[src/rtl/timer_pkg.sv]
// -----------------------------------------------------------------------------
// timer_pkg
// Shared types and constants for the multi-channel interval timer.
//   timer_state_t  : per-channel FSM state (IDLE, RUN)
//   MODE_ONESHOT   : channel returns to IDLE after its first expiry
//   MODE_PERIODIC  : channel reloads and keeps running after each expiry
// -----------------------------------------------------------------------------
package timer_pkg;

  typedef enum logic {
    IDLE = 1'b0,
    RUN  = 1'b1
  } timer_state_t;

  localparam logic MODE_ONESHOT  = 1'b0;
  localparam logic MODE_PERIODIC = 1'b1;

endpackage : timer_pkg

[src/rtl/tick_divider.sv]
// -----------------------------------------------------------------------------
// tick_divider
// Free-running prescaler shared by all timer channels. Counts 0..PRESCALE-1
// from reset and raises tick during the cycle in which it holds PRESCALE-1.
//
// Parameters:
//   PRESCALE : clk cycles per tick (>=1; 1 = tick every cycle)
// Ports:
//   clk  in  system clock, rising edge
//   rst  in  asynchronous active-high reset
//   tick out one-cycle tick strobe
// -----------------------------------------------------------------------------
module tick_divider #(
  parameter int PRESCALE = 1
) (
  input  logic clk,
  input  logic rst,
  output logic tick
);

  // A one-bit counter is kept for PRESCALE=1; it simply stays at zero,
  // which makes tick permanently high.
  localparam int            CW   = (PRESCALE > 1) ? $clog2(PRESCALE) : 1;
  localparam logic [CW-1:0] LAST = CW'(PRESCALE - 1);

  logic [CW-1:0] r_cnt;

  always_ff @(posedge clk or posedge rst) begin
    if (rst) begin
      r_cnt <= '0;
    end else if (r_cnt == LAST) begin
      r_cnt <= '0;
    end else begin
      r_cnt <= r_cnt + CW'(1);
    end
  end

  assign tick = (r_cnt == LAST);

endmodule : tick_divider

[src/rtl/multi_channel_timer.sv]
// -----------------------------------------------------------------------------
// multi_channel_timer
// Bank of CHANNELS independent interval timers sharing one prescaled tick.
// Each channel latches a terminal count and a mode on start, counts ticks
// from 0 up to the terminal count, and emits a one-cycle done pulse when a
// tick arrives while the count equals the terminal count.
//
// Parameters:
//   CHANNELS : number of timer channels (>=1)
//   WIDTH    : counter / period width per channel (>=1)
//   PRESCALE : clk cycles per timer tick (>=1)
// Ports:
//   clk    in  system clock, rising edge
//   rst    in  asynchronous active-high reset
//   start  in  [CHANNELS]        per-channel start/restart strobe
//   stop   in  [CHANNELS]        per-channel abort strobe (wins over start)
//   mode   in  [CHANNELS]        0 = one-shot, 1 = periodic (sampled on start)
//   period in  [CHANNELS*WIDTH]  terminal count, channel i at [i*WIDTH +: WIDTH]
//   count  out [CHANNELS*WIDTH]  current count per channel
//   busy   out [CHANNELS]        channel is in RUN
//   done   out [CHANNELS]        one-cycle expiry pulse
// -----------------------------------------------------------------------------
module multi_channel_timer
  import timer_pkg::*;
#(
  parameter int CHANNELS = 4,
  parameter int WIDTH    = 16,
  parameter int PRESCALE = 1
) (
  input  logic                      clk,
  input  logic                      rst,
  input  logic [CHANNELS-1:0]       start,
  input  logic [CHANNELS-1:0]       stop,
  input  logic [CHANNELS-1:0]       mode,
  input  logic [CHANNELS*WIDTH-1:0] period,
  output logic [CHANNELS*WIDTH-1:0] count,
  output logic [CHANNELS-1:0]       busy,
  output logic [CHANNELS-1:0]       done
);

  logic w_tick;

  tick_divider #(
    .PRESCALE(PRESCALE)
  ) u_tick_divider (
    .clk (clk),
    .rst (rst),
    .tick(w_tick)
  );

  genvar gi;
  generate
    for (gi = 0; gi < CHANNELS; gi++) begin : g_ch
      timer_state_t     r_state,  w_state_next;
      logic [WIDTH-1:0] r_count,  w_count_next;
      logic [WIDTH-1:0] r_period, w_period_next;
      logic             r_mode,   w_mode_next;
      logic             r_done,   w_done_next;
      logic [WIDTH-1:0] w_period_in;

      assign w_period_in = period[gi*WIDTH +: WIDTH];

      always_ff @(posedge clk or posedge rst) begin
        if (rst) begin
          r_state  <= IDLE;
          r_count  <= '0;
          r_period <= '0;
          r_mode   <= MODE_ONESHOT;
          r_done   <= 1'b0;
        end else begin
          r_state  <= w_state_next;
          r_count  <= w_count_next;
          r_period <= w_period_next;
          r_mode   <= w_mode_next;
          r_done   <= w_done_next;
        end
      end

      always_comb begin
        w_state_next  = r_state;
        w_count_next  = r_count;
        w_period_next = r_period;
        w_mode_next   = r_mode;
        w_done_next   = 1'b0;

        unique case (r_state)
          IDLE: begin
            // A simultaneous stop suppresses the start, so the channel
            // stays idle.
            if (start[gi] && !stop[gi]) begin
              w_period_next = w_period_in;
              w_mode_next   = mode[gi];
              w_count_next  = '0;
              w_state_next  = RUN;
            end
          end

          RUN: begin
            if (stop[gi]) begin
              w_count_next = '0;
              w_state_next = IDLE;
            end else if (start[gi]) begin
              // Restart swallows any tick landing in the same cycle.
              w_period_next = w_period_in;
              w_mode_next   = mode[gi];
              w_count_next  = '0;
            end else if (w_tick) begin
              if (r_count == r_period) begin
                w_done_next  = 1'b1;
                w_count_next = '0;
                if (r_mode != MODE_PERIODIC) begin
                  w_state_next = IDLE;
                end
              end else begin
                // count never passes r_period, so this cannot wrap.
                w_count_next = r_count + WIDTH'(1);
              end
            end
          end

          default: begin
            w_state_next = IDLE;
          end
        endcase
      end

      assign count[gi*WIDTH +: WIDTH] = r_count;
      assign busy[gi]                 = (r_state == RUN);
      assign done[gi]                 = r_done;
    end
  endgenerate

endmodule : multi_channel_timer
[config.mk]
export PLATFORM = sky130hd
export DESIGN_NAME = multi_channel_timer
export DESIGN_NICKNAME = d
export VERILOG_FILES = /design/src/rtl/timer_pkg.sv /design/src/rtl/tick_divider.sv /design/src/rtl/multi_channel_timer.sv
export SDC_FILE = /design/constraint.sdc
export NUM_CORES = 1
export LEC_CHECK = 0
export ABC_AREA = 1
export BUFFER_PORTS_ARGS = -buffer_cell sky130_fd_sc_hd__buf_2
export CAP_MARGIN = 20
export CORE_ASPECT_RATIO = 1.4
export CORE_MARGIN = 2
export CORE_UTILIZATION = 55
export CTS_BUF_LIST = sky130_fd_sc_hd__clkbuf_8
export CTS_CLUSTER_SIZE = 16
export DETAILED_ROUTE_END_ITERATION = 10
export HOLD_SLACK_MARGIN = 0.08
export PLACE_DENSITY = 0.8
export SLEW_MARGIN = 10
export SYNTH_ARGS = -nofsm -noshare
export SYNTH_HDL_FRONTEND = slang
export SYNTH_HIERARCHICAL = 1
export SYNTH_SLANG_ARGS = --single-unit
[constraint.sdc]
create_clock -name clk -period 7 [get_ports clk]
set_clock_uncertainty 0.05 [all_clocks]
set_input_delay 0.7 -clock clk [delete_from_list [all_inputs] [get_ports clk]]
set_output_delay 0.7 -clock clk [all_outputs]
set_load 0.01 [all_outputs]
==> summary.md, run 1 <==
| Metric | Value |
|---|---|
| Grt peak-use layer | met2 |
| Total gr overflow | 0 |
| Main combinational cell family by area after synthesis | simple AND/OR/NAND/NOR gates |
| Prevailing post-synth register cell | dfrtp_1 |
| Netlist cell types | 40 |
| DRT iter0 DRCs | 324 |
| Vias in the first global route | 6450 |
| Hold Fails Final Rpt | 0 |
| CP Launch Type | input port |
| Std cell rows | 50 |
| Simple-gate share of the synthesized area | approximately 27% |
| Cells after Synth | 978 |
| Asr flop ratio synth | 100% |
| Initial antenna violation count | 0 |
| Setup CP Type | input port to register |
| Status | completed |
| Resized Gates After CTS | 0 |
| DP HPWL | 12600 µm |
| Final Instance Area | between 8000 and 9000 µm² |
| Syn_area_per_cell | 7.74 µm² |
| Worst-skew pair later-pin latency | 0.45 ns |
| Slew headroom | 40.4% |
| CTS H-tree lvls | 4 |
| CP max FO | 35 |
| CP Capture Type | register |
| Post-route DRC | 0 |
| Die Area | 14700 µm² |
| CP arrival | 2.63 ns |
| Yosys reg bits | 140 |
| Dpl cell area | 8380 µm² |
| Clock sinks | 140 |
| Remaining antenna violation count | 0 |
| DIE HEIGHT | 143 µm |
| CTS tree | built |
| Worst Tran Pin Value | 0.893 ns |
| I/O pin cnt | 150 |
| Setup TNS | 0 ns |
| Fill count | 1222 |
| Largest net degree at the start of global routing | 72 |
| Met1 Usage GRT | 30.1% |
| Post-synthesis mux area share | 2.66% |
| Global Route met2 Usage | 42.7% |
| Sequential fraction of the synthesis area | a little under half |
| Min Tclk post-route | 2.38 ns |
| Adder-cell share of the synthesized area | 0.661% |
| Synth top area share | approximately 46% |
| First-pass GRT wire length | 28800 µm |
| R2R cell count | 7 |
| Area Growth Syn to Fin | 17.1% |
| CTS buffer count | 17 |
| Post-synthesis compound-gate area fraction | under 10% |
| CTS root buf | clkbuf_8 |
| RSZ-0062 raised after global routing | false |
| Total GRT Usage | 24.7% |
| PwrDens | approximately 220 nW/µm² |
| Post-synth EDFFs | 0 |
| Period utilization | about a third |
| Reg clk slew, reported paths | about 0.090 ns |
| Max_cap viols | 0 |
| Synthesized area | ~7600 µm² |
| Vias per cell | between 5 and 6 |
| Die W | 103 µm |
| Max VDD drop | 0.125 mV |
| Post-CTS Hold Buffers | 0 |
| Initial Utilization | 56.5% |
| Final Setup Violations | 0 |
| Fmax | 421 MHz |
| Clock Tree Buf Depth | 2 |
| Synth Area in XOR/XNOR | 6.83% |
| Leak pwr | approximately 0.0045 µW |
| Fraction of layout cells with a size suffix above 1 | 20.9% |
| Min-Delay Path Class | input port to asynchronous set/reset pin |
| Gp weighted congestion | 0.939 |
| Detailed-route wire length per cell | 13.3 µm |
| Total wire length | 17500 µm |
| Vias | 6670 |
| Input/output buffers | 149 |
| Max Slew Vio Count | 0 |
| Core Area | around 13000 µm² |
| # diodes | 0 |
| Nets | 1200 |
| Required @ worst endpoint | 7.26 ns |
| Met3 GRT Util | 3.67% |
| Syn Nets | 1060 |
| Postcts setup bufs | 0 |
| YS warnings | 6 |
| Synth area leaders | dfrtp_1 46%, nand2_1 14%, nor2_1 5.8% |
| Largest area contributor in the netlist | dfrtp_1 |
| DR pass1 iterations | 5 |
==> metrics by stage <==
stage	std cells	worst slack, ns	total power, µW	hold slack (ns)	util [%]
floorplan	978	2.50	1080	0.418	-
global placement	1281	4.23	1130	0.433	62.6
detailed placement	1281	4.19	1140	0.436	62.6
CTS	1313	4.66	1930	0.314	66.2
global route	1313	4.38	2000	0.333	66.2
finish	1313	4.62	1910	0.295	66.2
==> worst max-delay path, stage by stage <==
cell     delay, ns
buf_2         0.15
nand2_2       0.37
nand2_1       0.72
nand4_1       0.32
nor2_1        0.18
nor2_1        0.06
nor2_1        0.08
a21oi_1       0.04
==> final timing paths <==
kind / start / slack (ns) / to
min reg2reg: g_ch[1].r_period[6] / 0.45 / g_ch[1].r_period[6]
max: start[3] / 4.62 / g_ch[3].r_count[12]
max in group asynchronous: rst / 5.26 / g_ch[3].r_period[0]
min: rst / 0.30 / g_ch[1].r_period[0]
min in group clk: period[20] / 0.40 / g_ch[1].r_period[4]
max reg2reg: g_ch[1].r_state / 5.08 / g_ch[1].r_count[11]
==> metal layers <==
metal,part of all wire (%),vias to the layer above
li1,-,3350
met1,42,3093
met2,52,189
met3,3.8,38
met4,2.3,0
met5,0,-
==> layout by cell type, fill, tap and decap left out, drive strengths merged <==
cell type and count:
ha 4, dfrtp 140, o31ai 1, clkinv 5, o21ai 46, mux2 17
nand3 32, nor4 2, xor2 46, xnor2 13, inv 118, clkbuf 17
o21bai 2, o22ai 2, nor2 128, and3 1, buf 150, nor3 11
nand4 14, nor3b 2, mux2i 1, a21oi 67, nand2 300, a21boi 4
bufinv 6, conb 1, or2 1
==> Yosys cell counts, types with 2 or more instances <==
cell,count
a21boi_1,2
a21oi_1,65
a21oi_2,2
buf_1,3
buf_2,7
buf_4,11
buf_6,2
clkbuf_1,6
dfrtp_1,140
ha_1,4
inv_1,107
inv_2,6
mux2_2,17
nand2_1,288
nand2_2,11
nand3_1,30
nand3_2,2
nand4_1,14
nor2_1,116
nor2_2,9
nor2_4,3
nor3_1,9
nor3_2,2
nor3b_1,2
nor4_1,2
o21ai_0,41
o21ai_1,5
o21bai_1,2
o22ai_1,2
xnor2_1,13
xor2_1,46
==> sequential cells by signal (all words and copies together), names as in the netlist <==
| register | cells |
|---|---|
| g_ch.r_done | 4 |
| g_ch.r_count | 64 |
| g_ch.r_mode | 4 |
| g_ch.r_state | 4 |
| g_ch.r_period | 64 |
==> power by group <==
group,total [µW],internal (µW),switching [µW]
registers,901,864,36.6
logic,223,87.7,135
clock network,790,462,327
==> kinds of logic after synthesis <==
kind of cell	after synthesis
mux	18
flops	140
compound gates	122
simple gates	491
fa+ha+maj	4
xor+xnor	59
buf+inv	143
other cells	1
==> area by class of cell <==
class                   count  area (µm²)  share of cell area (%)
flip-flops and latches    140        3500                    39.5
multi-input cells         695        3460                    39.1
repair buffers            150         753                    8.50
inverters                 114         433                    4.89
clock inverters            15         245                    2.77
clock buffers              17         234                    2.64
well taps                 182         228                    2.57
No activity file was read; power rests on OpenSTA's default activity.
==> run 2: changes to the inputs <==
- clock period: 7 -> 2.45 ns (I/O delays scaled with it)
==> run 2 against run 1 <==
  * Register-to-register slack got worse by 4.7 ns
  * Clock power rose by 120%
  * Clock-buffer cell count rose by 4
  * Final area rose by 7.8%
  * Sequential cell count did not move
  * Via count rose by 6.3%
  * Highest routed layer unchanged
==> summary.md, run 2 (same netlist as run 1, synthesis figures left out) <==
| Metric | Value |
|---|---|
| Metal2 WL | 10100 µm (+12%) |
| Fmax | 494 MHz |
| Area Growth Syn to Fin | 26.2% |
| Commonest cells after routing, fill and taps aside | 288 x nand2_1, 149 x buf_2, 140 x dfrtp_1, 116 x nor2_1, 109 x inv_1 |
| Die Area | 14700 µm² (unchanged) |
| First-pass GRT wire length | 30900 µm (+7.6%) |
| Slew headroom | 50.7% (+10 points) |
| Setup TNS | 0 ns (unchanged) |
| Max_cap viols | 0 (unchanged) |
| Total gr overflow | 0 (unchanged) |
| Worst Tran Pin Value | 0.740 ns (-0.154 ns) |
| # diodes | 0 (unchanged) |
| Initial Utilization | 56.5% (unchanged) |
| Finished Layout Cells | 1392 (+6.0%) |
| Total wire length | 19400 µm (+10%) |
| Postcts setup bufs | 0 (unchanged) |
| Leak pwr | 0.00476 µW (+6.7%) |
| Min Tclk post-route | roughly 2.0 ns |
| CP Launch Type | register |
| Switching power | 1380 µW (+180%) |
| Clock power frac | 34.3% (-7.0 points) |
| I/O pin cnt | 150 (unchanged) |
| Inst Count DP | 1286 (+0.39%) |
| Core Area | 13400 µm² (unchanged) |
| Setup CP Type | register to register |
| Fraction of layout cells with a size suffix above 1 | 19.7% (-1.2 points) |
| Remaining antenna violation count | 0 (unchanged) |
| CP max FO | 6 (-83%) |
| PwrDens | 531 nW/µm² (+150%) |
| Required @ worst endpoint | 2.79 ns (-4.47 ns) |
| CTS root buf | clkbuf_8 |
| Vias per cell | 5.09 (+0.29%) |
| Detailed-route wire length per cell | 13.9 µm (+4.2%) |
| Wire length on met1 | 7870 µm (+6.0%) |
| Vias in the first global route | 6829 (+5.9%) |
| DRT iter0 DRCs | 261 (-19%) |
| CTS tree | built |
| Initial antenna violation count | 0 (unchanged) |
| Period utilization | 82.6% |
| Sw Share | 27.2% (+1.1 points) |
| CP Capture Type | register |
| RSZ-0062 raised after global routing | false |
| Setup ws final | 0.425 ns (-4.20 ns) |
| DR pass1 iterations | 5 (unchanged) |
| Largest regs | g_ch.r_count (64), g_ch.r_period (64) |
| Status | completed |
| DP HPWL | 12500 µm (-0.59%) |
| Max VDD drop | 0.495 mV (+300%) |
| Clock sinks | 140 (unchanged) |
| Std cell rows | 50 (unchanged) |
| Largest net degree at the start of global routing | 141 (+96%) |
| CP arrival | 2.37 ns (-0.26 ns) |
| DP Worst Slack | 0.579 ns (-3.61 ns) |
| Sequential power share | 50.8% (+3.7 points) |
| Resized Gates After CTS | 0 (unchanged) |
| Input/output buffers | 149 (unchanged) |
| Max Slew Vio Count | 0 (unchanged) |
| Post-route DRC | 0 (unchanged) |
| Most common cell after layout, fill and taps aside | nand2_1 |
| Hold Fails Final Rpt | 0 (unchanged) |
| Post-CTS Hold Buffers | 76 (+76) |
| DIE HEIGHT | 143 µm (unchanged) |
| Die W | 103 µm (unchanged) |
| Total GRT Usage | 26.8% (+2.2 points) |
| Gate power share | 14.9% (+3.2 points) |
| Final core utilization | 71.4% (+5.2 points) |
| CTS H-tree lvls | 4 (unchanged) |
| DR top layer | met4 |
| Cell-internal power | 3690 µW (+160%) |
| CTS buffer count | 17 (unchanged) |
| WL met3 | 797 µm (+20%) |
| Gp weighted congestion | 0.909 (-3.3%) |
| Clock Tree Buf Depth | 2 (unchanged) |
| Nets | 1281 (+6.8%) |
| Final Setup Violations | 0 (unchanged) |
| Reg clk slew, reported paths | 0.07 ns (-0.02 ns) |
| Worst-skew pair later-pin latency | 0.46 ns (about the same) |
| Vias | 7092 (+6.3%) |
| Min-Delay Path Class | input port to register |
-- run 2: cell count changes in the layout (fill, tap and decap cells not counted), moves of 2 or more --
cell and delta:
buf_4 +4, bufinv_16 -5, clkbuf_8 +4, clkinv_2 +2, dlygate4sd3_1 +76, inv_6 -4
-- run 2: metrics by stage --
stage                     hold WS, ns  total power, µW  cell area [µm²]
after global routing           0.0990             5320             9550
after floorplan                 0.266             3080             7570
after global placement          0.390             3250             8430
after detailed placement        0.395             3270             8430
final                           0.110             5070             9550
after CTS                      0.0870             5100             9550
-- run 2: worst paths after layout --
check	start	endpoint	slack, ns	depth (start not counted)
max in group asynchronous	rst	g_ch[1].r_mode	1.28	4
min in group asynchronous	rst	g_ch[1].r_period[5]	0.52	4
hold reg to reg	g_ch[1].r_period[12]	g_ch[1].r_period[12]	0.46	2
setup reg to reg	g_ch[2].r_count[10]	g_ch[2].r_done	0.43	9
setup / recovery	g_ch[2].r_count[10]	g_ch[2].r_done	0.43	9
hold / removal	start[1]	g_ch[1].r_done	0.11	3
-- run 2: per-layer routing --
| metal | global-route usage (%) | vias to the layer above |
|---|---|---|
| met5 | 0 | - |
| met4 | 13.2 | 0 |
| met3 | 4.94 | 53 |
| met2 | 46.3 | 220 |
| met1 | 31.6 | 3323 |
| li1 | - | 3496 |
-- run 2: critical path, stage by stage (launching register included) --
cell and delay (ns):
dfrtp_1 0.43, inv_1 0.10, nand2_1 0.06, nand2_1 0.05
nor2_1 0.14, nand2_1 0.10, nor2_2 0.15, nand2_2 0.12
nor4_1 0.19, dlygate4sd3_1 0.58
-- run 2: layout make-up --
class | instances | area, µm²
clock buffer | 21 | 289
clock inverter | 9 | 73.8
fill | 1070 | 3830
inverter | 114 | 432
multi-input combinational | 695 | 3460
sequential | 140 | 3500
tap | 182 | 228
timing repair buffer | 231 | 1560
-- run 2: power groups by stage --
stage	registers, µW	clock network (µW)	logic (µW)
final	2580	1740	756
after global routing	2600	1860	859
after CTS	2580	1770	750
after detailed placement	2620	0	654
after global placement	2610	0	637
after floorplan	2600	0	481
